File: config.mk
export PLATFORM = sky130hd
export DESIGN_NAME = vga_sync_decoder
export DESIGN_NICKNAME = d
export VERILOG_FILES = /design/src/rtl/vga_timing_pkg.sv /design/src/rtl/sync_edge_detect.sv /design/src/rtl/vga_sync_decoder.sv
export SDC_FILE = /design/constraint.sdc
export NUM_CORES = 1
export LEC_CHECK = 0
export CAP_MARGIN = 10
export CORE_MARGIN = 3
export CORE_UTILIZATION = 51
export CTS_CLUSTER_SIZE = 30
export DETAILED_ROUTE_END_ITERATION = 6
export GPL_TIMING_DRIVEN = 0
export PLACE_DENSITY = 0.74
export SYNTH_ARGS = -nofsm -noshare
export SYNTH_HDL_FRONTEND = slang
export SYNTH_SLANG_ARGS = --single-unit
File: constraint.sdc
create_clock -name clk_25MHz -period 2.6 [get_ports clk_25MHz]
set_input_delay 0.65 -clock clk_25MHz [delete_from_list [all_inputs] [get_ports clk_25MHz]]
set_output_delay 0.65 -clock clk_25MHz [all_outputs]
set_load 0.02 [all_outputs]
File: src/rtl/vga_timing_pkg.sv
// 640x480@60 timing constants and lock state encoding, shared by the
// VGA timing generator and the sync decoder.
package vga_timing_pkg;

  localparam int H_ACTIVE = 640;
  localparam int H_SYNC   = 96;
  localparam int H_BP     = 48;
  localparam int H_FP     = 16;
  localparam int H_TOTAL  = 800;
  localparam int V_ACTIVE = 480;
  localparam int V_SYNC   = 2;
  localparam int V_BP     = 33;
  localparam int V_FP     = 10;
  localparam int V_TOTAL  = 525;

  typedef enum logic [1:0] {
    SEARCH,
    VERIFY,
    LOCKED
  } lock_state_t;

endpackage

File: src/rtl/sync_edge_detect.sv
// Registers an active-low sync input plus one delay stage; lead pulses for one
// cycle on the 1->0 transition of the registered copy. No backpressure.
module sync_edge_detect (
  input  logic clk_25MHz,
  input  logic rst_n,
  input  logic sync_n,
  output logic lead
);

  logic sync_q;
  logic sync_d;

  // Idle level of an active-low sync is high, so reset to 1 to avoid a false edge.
  always_ff @(posedge clk_25MHz or negedge rst_n) begin
    if (!rst_n) begin
      sync_q <= 1'b1;
      sync_d <= 1'b1;
    end else begin
      sync_q <= sync_n;
      sync_d <= sync_q;
    end
  end

  assign lead = sync_d & ~sync_q;

endmodule

File: src/rtl/vga_sync_decoder.sv
// Recovers pixel coordinates, display enable and lock from incoming hsync/vsync.
// 3-cycle pin-to-de/x/y latency; no backpressure, pixel stream is free-running.
module vga_sync_decoder #(
  parameter int H_ACTIVE    = vga_timing_pkg::H_ACTIVE,
  parameter int H_SYNC      = vga_timing_pkg::H_SYNC,
  parameter int H_BP        = vga_timing_pkg::H_BP,
  parameter int H_TOTAL     = vga_timing_pkg::H_TOTAL,
  parameter int V_ACTIVE    = vga_timing_pkg::V_ACTIVE,
  parameter int V_SYNC      = vga_timing_pkg::V_SYNC,
  parameter int V_BP        = vga_timing_pkg::V_BP,
  parameter int V_TOTAL     = vga_timing_pkg::V_TOTAL,
  parameter int LOCK_FRAMES = 2
) (
  input  logic        clk_25MHz,
  input  logic        rst_n,
  input  logic        hsync_n,
  input  logic        vsync_n,
  output logic        de,
  output logic [9:0]  x,
  output logic [9:0]  y,
  output logic        frame_start,
  output logic        locked,
  output logic [10:0] h_meas,
  output logic [10:0] v_meas,
  output logic [7:0]  err_count
);

  import vga_timing_pkg::*;

  localparam logic [10:0] H_START = 11'(H_SYNC + H_BP);
  localparam logic [10:0] H_STOP  = 11'(H_SYNC + H_BP + H_ACTIVE);
  localparam logic [10:0] V_START = 11'(V_SYNC + V_BP);
  localparam logic [10:0] V_STOP  = 11'(V_SYNC + V_BP + V_ACTIVE);
  localparam logic [10:0] H_LEN   = 11'(H_TOTAL);
  localparam logic [10:0] V_LEN   = 11'(V_TOTAL);
  localparam logic [10:0] H_TMO   = 11'(2 * H_TOTAL);
  localparam logic [10:0] POS_MAX = 11'h7FF;
  localparam logic [7:0]  LOCK_N  = 8'(LOCK_FRAMES);

  logic        h_lead;
  logic        v_lead;
  logic        v_lead_d;
  logic [10:0] h_pos;
  logic [10:0] v_pos;
  logic [10:0] h_len;
  logic [10:0] v_len;
  logic        h_seen;
  logic        h_timeout;
  logic        bad_line;
  logic        bad_frame;
  logic        violation;
  logic        de_nxt;

  lock_state_t state;
  lock_state_t state_nxt;
  logic [7:0]  good_frames;
  logic [7:0]  good_nxt;
  logic        line_ok;
  logic        line_ok_nxt;

  sync_edge_detect u_hsync_edge (
    .clk_25MHz (clk_25MHz),
    .rst_n     (rst_n),
    .sync_n    (hsync_n),
    .lead      (h_lead)
  );

  sync_edge_detect u_vsync_edge (
    .clk_25MHz (clk_25MHz),
    .rst_n     (rst_n),
    .sync_n    (vsync_n),
    .lead      (v_lead)
  );

  assign h_len     = h_pos + 11'd1;
  assign v_len     = v_pos + 11'd1;
  // The first hsync edge after reset closes a partial line and is not judged.
  assign h_timeout = !h_lead && (h_pos == H_TMO);
  assign bad_line  = (h_lead && h_seen && (h_len != H_LEN)) || h_timeout;
  assign bad_frame = v_lead && (v_len != V_LEN);

  always_comb begin
    state_nxt   = state;
    good_nxt    = good_frames;
    line_ok_nxt = line_ok;
    violation   = 1'b0;
    case (state)
      SEARCH: begin
        if (v_lead) begin
          state_nxt   = VERIFY;
          good_nxt    = '0;
          line_ok_nxt = 1'b1;
        end
      end
      VERIFY: begin
        violation = bad_line || bad_frame;
        if (bad_line) line_ok_nxt = 1'b0;
        if (v_lead) begin
          if (line_ok && !bad_line && !bad_frame) begin
            good_nxt    = good_frames + 8'd1;
            line_ok_nxt = 1'b1;
            if (good_nxt >= LOCK_N) state_nxt = LOCKED;
          end else begin
            state_nxt = SEARCH;
          end
        end
      end
      LOCKED: begin
        violation = bad_line || bad_frame;
        if (violation) state_nxt = SEARCH;
      end
      default: state_nxt = SEARCH;
    endcase
  end

  assign de_nxt = (state == LOCKED) &&
                  (h_pos >= H_START) && (h_pos < H_STOP) &&
                  (v_pos >= V_START) && (v_pos < V_STOP);

  always_ff @(posedge clk_25MHz or negedge rst_n) begin
    if (!rst_n) begin
      state       <= SEARCH;
      good_frames <= '0;
      line_ok     <= 1'b0;
      h_pos       <= '0;
      v_pos       <= '0;
      h_seen      <= 1'b0;
      v_lead_d    <= 1'b0;
      h_meas      <= '0;
      v_meas      <= '0;
      err_count   <= '0;
      locked      <= 1'b0;
      frame_start <= 1'b0;
      de          <= 1'b0;
      x           <= '0;
      y           <= '0;
    end else begin
      state       <= state_nxt;
      good_frames <= good_nxt;
      line_ok     <= line_ok_nxt;

      if (h_lead)                h_pos <= '0;
      else if (h_pos != POS_MAX) h_pos <= h_pos + 11'd1;

      // A coincident vsync edge restarts the frame rather than advancing a line.
      if (v_lead)                          v_pos <= '0;
      else if (h_lead && v_pos != POS_MAX) v_pos <= v_pos + 11'd1;

      if (h_lead)           h_seen <= 1'b1;
      if (h_lead && h_seen) h_meas <= h_len;
      if (v_lead)           v_meas <= v_len;

      if (violation && err_count != 8'hFF) err_count <= err_count + 8'd1;

      locked      <= (state_nxt == LOCKED);
      v_lead_d    <= v_lead;
      frame_start <= v_lead_d && (state == LOCKED);
      de          <= de_nxt;
      x           <= de_nxt ? 10'(h_pos - H_START) : '0;
      y           <= de_nxt ? 10'(v_pos - V_START) : '0;
    end
  end

endmodule
==> metrics <==
Fin Setup TNS -0.0806 ns; area of the multi-input gates 2450 sq um; fin crit share 1.02; detail-routed net length per standard cell 16.2 um; DR DRC count 0; Total Die Area 10400 sq um; kind of cell adding the most delay to the critical path simple AND/OR/NAND/NOR gates; Seq pwr share 0.443; achievable frequency 0.376 GHz; number of buffers inserted during clock tree synthesis 9; switching share of total power 0.320; post-layout minimum cycle time 2.66 ns; antenna violations before repair 0; Power, Total 0.00380 W; cell count after synthesis 493; Worst Hold Class primary input to asynchronous set/reset pin; element type at the critical path end register; violations in the final reports negative setup slack; Initial DRT Pass Iterations 5; largest net degree at the start of global routing 61; combinational group share of total power 0.254; Max rail drop VDD 486 uV; sequential area share after synthesis 0.489; mux share of post-synthesis cell area 0.0178; max-cap violations 0; CTS tree done; worst hold margin 0.203 ns; sequential standard cell area 2310 sq um; Post-Synthesis Net Count 513; area fraction in compound gates after synthesis 0.116; cells along the critical path ha_4 -> nand4_1 -> nor3_4 -> xor2_2 -> o41ai_4 -> nor4b_4 -> buf_4 -> a41oi_2 -> a221o_1; actual transition at the worst max-transition pin 1.03 ns; initial core utilization 0.533; number of nets in the layout 604; Worst Setup Start Kind register; number of synthesized flops with an enable pin 0; first-pass GRT wire length 18.3 mm; overall overflow remaining after global route 0; Avg Inst Size Synth 9.57 sq um; number of rows in the core area 34; dominant combinational cell family by area after synthesis simple AND/OR/NAND/NOR gates; Floorplan Core Area 8850 sq um; fraction of final layout cells with drive strength greater than 1 0.177; Power Density 618 nW/um^2; initial detailed-routing violation count 183; vias in the first global route 3727; reg2reg path depth 9; area growth from synthesis to layout 30.6%; worst flop-to-flop path startpoint h_pos[4]; placer congestion estimate 0.905; Antenna Cells 0; detailed-route vias per instance 5.65; Synth Register Bits 92; Int Pwr 0.00259 W; Crit Path Class register to register; Critical Path Max Stage Delay 0.45 ns; cell at the root of the clock tree clkbuf_8; Async SR Flop Fraction 1.00; reported net switching power 0.00122 W; number of buffers inserted by hold repair at cts 0; Crit-path slowest cell dfrtp_2; capturing point of the worst reg2reg path good_frames[7]; total number of yosys warnings 0; post-synthesis instance area 4720 sq um; final wirelength 11.3 mm; parity-gate share of the synthesized area counting xor and xnor cells 0.0873; cell leakage power 2.72 nW; CP Data Required Time 2.85 ns; adder-cell share of the synthesized area 0.0424; run status complete, but fails checks; vertical extent of the die 102 um; number of primary I/O pins 57; Layout Skew 0.0200 ns; input/output buffers 56; Final Hold Viols 0; DPL Wire Length 7.00 mm; setup violators final 2; Bufs on Longest Clock Path 2; Antenna Nets Post-Route 0; number of distinct library cell variants in the gate-level netlist after synthesis 60; worst-case setup slack after placement -0.575 ns; Buf/Inv on CP 1; most used flip-flop cell after synthesis dfrtp_1; clock group share of total power 0.302; Die Width 102 um; CTS clock-pin slew for the worst setup and hold paths 0.10 ns; fin. max-slew vios 0; CP Data Arrival Time 2.91 ns; clock tree sinks 92; detailed-route via count 3940; setup repair after global routing missed its margin yes; Slew headroom 0.306; setup slack of the critical path after layout -0.0577 ns; slack of the worst reg-to-reg path -0.06 ns; fill count 636; CP max FO 4; total global-route track usage 0.221; clock latency at the later pin of the worst-skew pair 0.37 ns; synthesized-area fraction occupied by and/or/nand/nor cells 0.198; number of levels the H-tree was split into 3
[worst register-to-register path: stages, from the launching register on]
cell	delay, ns
dfrtp_2	0.45
ha_4	0.14
nand4_1	0.18
nor3_4	0.26
xor2_2	0.15
o41ai_4	0.42
nor4b_4	0.37
buf_4	0.20
a41oi_2	0.10
a221o_1	0.27
[worst max-delay path by stage]
| stage | start | end | slack [ns] | depth (start not counted) |
|---|---|---|---|---|
| 5_1_grt | h_pos[6] | good_frames[7] | -0.17 | 9 |
| 2_1_floorplan | h_pos[0] | good_frames[6] | 0.03 | 9 |
| 3_5_place_dp | h_pos[0] | good_frames[6] | -0.58 | 9 |
| 6_report | h_pos[4] | good_frames[7] | -0.06 | 9 |
| 3_3_place_gp | rst_n | good_frames[0] | -2.36 | 1 |
| 4_1_cts | h_pos[0] | good_frames[7] | -0.1 | 9 |
[power by group through the flow]
stage	Sequential, W	Clock (W)	Combinational [W]
after global placement	0.00170	0	0.000780
after global routing	0.00170	0.00124	0.00105
after detailed placement	0.00170	0	0.000800
final	0.00169	0.00115	0.000968
after CTS	0.00167	0.00116	0.000888
after floorplan	0.00177	0	0.000398
[state kept, by name, indices dropped and copies added, names as in the netlist, 2 cells and up]
name         flops
err_count        8
good_frames      8
v_pos           11
y               10
x               10
v_meas          11
state            2
h_meas          11
h_pos           11
[layout by cell type (no fill, tap or decap), drive strengths merged, types with 16 or more instances in the layout]
cell           instances
xor2                  23
nor2                  60
buf                   38
clkbuf                28
a21oi                 22
clkdlybuf4s50         55
nand2                 54
inv                   22
o21ai                 31
xnor2                 24
ha                    16
dfrtp                 88
nand3                 20
[layer usage]
metal | vias up | wire, um | GRT usage
met5 | - | 0 | 0
met4 | 0 | 192 | 0.0848
met3 | 20 | 574 | 0.0314
met2 | 140 | 5430 | 0.351
met1 | 1916 | 5070 | 0.309
li1 | 1864 | - | -
[area by class of cell]
type | instances | area share
Timing Repair Buffer | 81 | 0.125
Multi-Input combinational cell | 348 | 0.398
Inverter | 22 | 0.0142
Clock buffer | 10 | 0.0207
Buffer | 30 | 0.0270
Sequential cell | 92 | 0.375
Tap cell | 108 | 0.0219
Clock inverter | 6 | 0.0183
[what timing repair did]
item,4_1_cts,5_1_grt
pin swaps,13,16
hold endpoints to repair,0,0
resized for setup,34,35
setup endpoints to repair,20,39
setup buffers,14,9
cloned,1,0
[Yosys cell counts (5+ instances only)]
| cell type | number | area [sq um] |
|---|---|---|
| o21ai_0 | 29 | 145 |
| ha_1 | 16 | 200 |
| nor2_1 | 60 | 225 |
| a21oi_1 | 22 | 110 |
| inv_1 | 21 | 78.8 |
| nor2b_1 | 6 | 37.5 |
| nand4_1 | 8 | 50.1 |
| nand3_1 | 20 | 100 |
| buf_2 | 6 | 30.0 |
| xor2_1 | 23 | 201 |
| dfrtp_1 | 88 | 2200 |
| xnor2_1 | 24 | 210 |
| mux2i_1 | 5 | 50.1 |
| nor3_1 | 11 | 55.1 |
| nand2_1 | 54 | 203 |
| clkbuf_1 | 17 | 63.8 |
| a211oi_1 | 5 | 37.5 |
[cells by family (layout without fill, tap and decap cells)]
kind of cell,Yosys count,in the layout
compound gates,86,86
fa+ha+maj,16,16
buf+inv,53,149
mux,8,8
simple gates,191,191
flops,92,92
xor+xnor,47,47
[metrics by stage]
step,util,area (sq um),std cells
2_1_floorplan,-,4720,493
3_3_place_gp,0.612,5410,657
3_5_place_dp,0.615,5440,658
4_1_cts,0.673,5960,689
5_1_grt,0.696,6160,697
6_report,0.696,6160,697
(Power assumes the default switching activity.)
==> RTL change: new RTL, same settings <==
The 3 states of `lock_state_t` get a one-hot encoding in 3 bits.
--- a/src/rtl/vga_timing_pkg.sv
+++ b/src/rtl/vga_timing_pkg.sv
@@ -15,6 +15,6 @@
 
-  typedef enum logic [1:0] {
-    SEARCH,
-    VERIFY,
-    LOCKED
+  typedef enum logic [2:0] {
+    SEARCH = 3'b001,
+    VERIFY = 3'b010,
+    LOCKED = 3'b100
   } lock_state_t;
Check against the original RTL: same outputs for any inputs over 10 cycles, from zero or initial values and one cycle with rst_n low; not proved beyond that.
==> RTL change against the unedited design <==
Maximum frequency rose by 3.2%. Wire length decreased by 12%. Final cell count fell by 6.7%. Worst setup slack better by 0.083 ns. Total power fell by 14%. Area after synthesis fell by 3.4%. Design area is 8.5% lower. Sequential cell count increased by 1.
==> RTL change: results (changes against the unedited design) <==
\begin{tabular}{lr}
\hline
Metric & Value \\
\hline
\multicolumn{2}{l}{\textbf{Synthesis}} \\
Post-synthesis compound-gate area fraction & 10.8\% (was 11.6\%) \\
Adder-Cell Fraction of Synth Area & 3.30\% (was 4.24\%) \\
Xor and xnor fraction of the mapped netlist area & 8.46\% (was 8.73\%) \\
Share of cell area taken by muxes after synthesis & 1.73\% (was 1.78\%) \\
Commonest cells in the synthesized netlist & dfrtp\_1, nor2\_1, nand2\_1 (unchanged) \\
Top cells by area, synth & dfrtp\_1, xnor2\_1, nor2\_1 (was dfrtp\_1, nor2\_1, xnor2\_1) \\
\multicolumn{2}{l}{\textbf{Status}} \\
Result of the run & completed (was complete, but fails checks) \\
\multicolumn{2}{l}{\textbf{Drt}} \\
Number of detailed-route iterations in the first pass & 4 (was 5) \\
Iteration-0 DRC Markers & 154 (was 183) \\
Detailed-route wire length & 9870 microns (was 11300 microns) \\
Met1 wire length & 4480 microns (was 5070 microns) \\
Detailed route wirelength on metal2 & 4820 microns (was 5430 microns) \\
\multicolumn{2}{l}{\textbf{Layout}} \\
Fraction of layout cells with a size suffix above 1 & 12.8\% (was 17.7\%) \\
Final net count & 556 (was 604) \\
\multicolumn{2}{l}{\textbf{Global routing}} \\
GRT met2 Usage & 33.2\% (was 35.1\%) \\
Met3 global-route usage & 3.88\% (was 3.14\%) \\
All-Layer GR Usage & 20.5\% (was 22.1\%) \\
Largest net degree at the start of global routing & 64 (was 61) \\
\multicolumn{2}{l}{\textbf{Place}} \\
RD Place Congestion & 0.883 (was 0.905) \\
Setup Slack @ Placement & -0.510 ns (was -0.575 ns) \\
\multicolumn{2}{l}{\textbf{Clock network}} \\
Post-CTS setup repair buffer count & 5 (was 14) \\
CTS resizes & 8 (was 34) \\
\multicolumn{2}{l}{\textbf{Worst setup path}} \\
Largest fanout of any net on the critical path & 6 (was 4) \\
Crit path launch & h\_pos[0]\$\_DFFE\_PN0P\_ (was h\_pos[4]\$\_DFFE\_PN0P\_) \\
Worst reg2reg path endpoint & good\_frames[6]\$\_DFFE\_PN0P\_ (was good\_frames[7]\$\_DFFE\_PN0P\_) \\
Critical path arrival & 2.82 ns (was 2.91 ns) \\
\multicolumn{2}{l}{\textbf{Power and ir drop}} \\
Power in sequential cells & 1630 uW (was 1690 uW) \\
NetSw & 914 uW (was 1220 uW) \\
Share of total power in the clock network & 31.5\% (was 30.2\%) \\
\multicolumn{2}{l}{\textbf{Timing}} \\
Final Skew & 0.0127 ns (was 0.0200 ns) \\
\hline
\end{tabular}
[RTL change: changes by cell type in the layout (fill, tap and decap cells not counted), sizes merged, moves of 5 or more]
| cell | delta |
|---|---|
| buf | -16 |
| nand2 | -8 |
| nor2 | -8 |
| o21ai | -7 |
| xor2 | -7 |
| a211oi | -6 |
| inv | -5 |
| nand3 | -5 |
[RTL change: layout make-up]
cell class / instances / area [sq um]
Buffer: 27 / 124
Clock buffer: 12 / 135
Timing Repair Buffer: 68 / 668
Clock inverter: 4 / 72.6
Fill cell: 660 / 2790
Multi-Input combinational cell: 324 / 2100
Tap cell: 105 / 131
Inverter: 17 / 63.8
Sequential cell: 93 / 2340
[RTL change: metrics by stage]
stage | cell area [sq um] | instances | hold slack, ns
2_1_floorplan | 4570 | 462 | 0.351
4_1_cts | 5560 | 644 | 0.227
3_5_place_dp | 5290 | 624 | 0.360
3_3_place_gp | 5270 | 623 | 0.355
6_report | 5630 | 650 | 0.218
5_1_grt | 5630 | 650 | 0.230
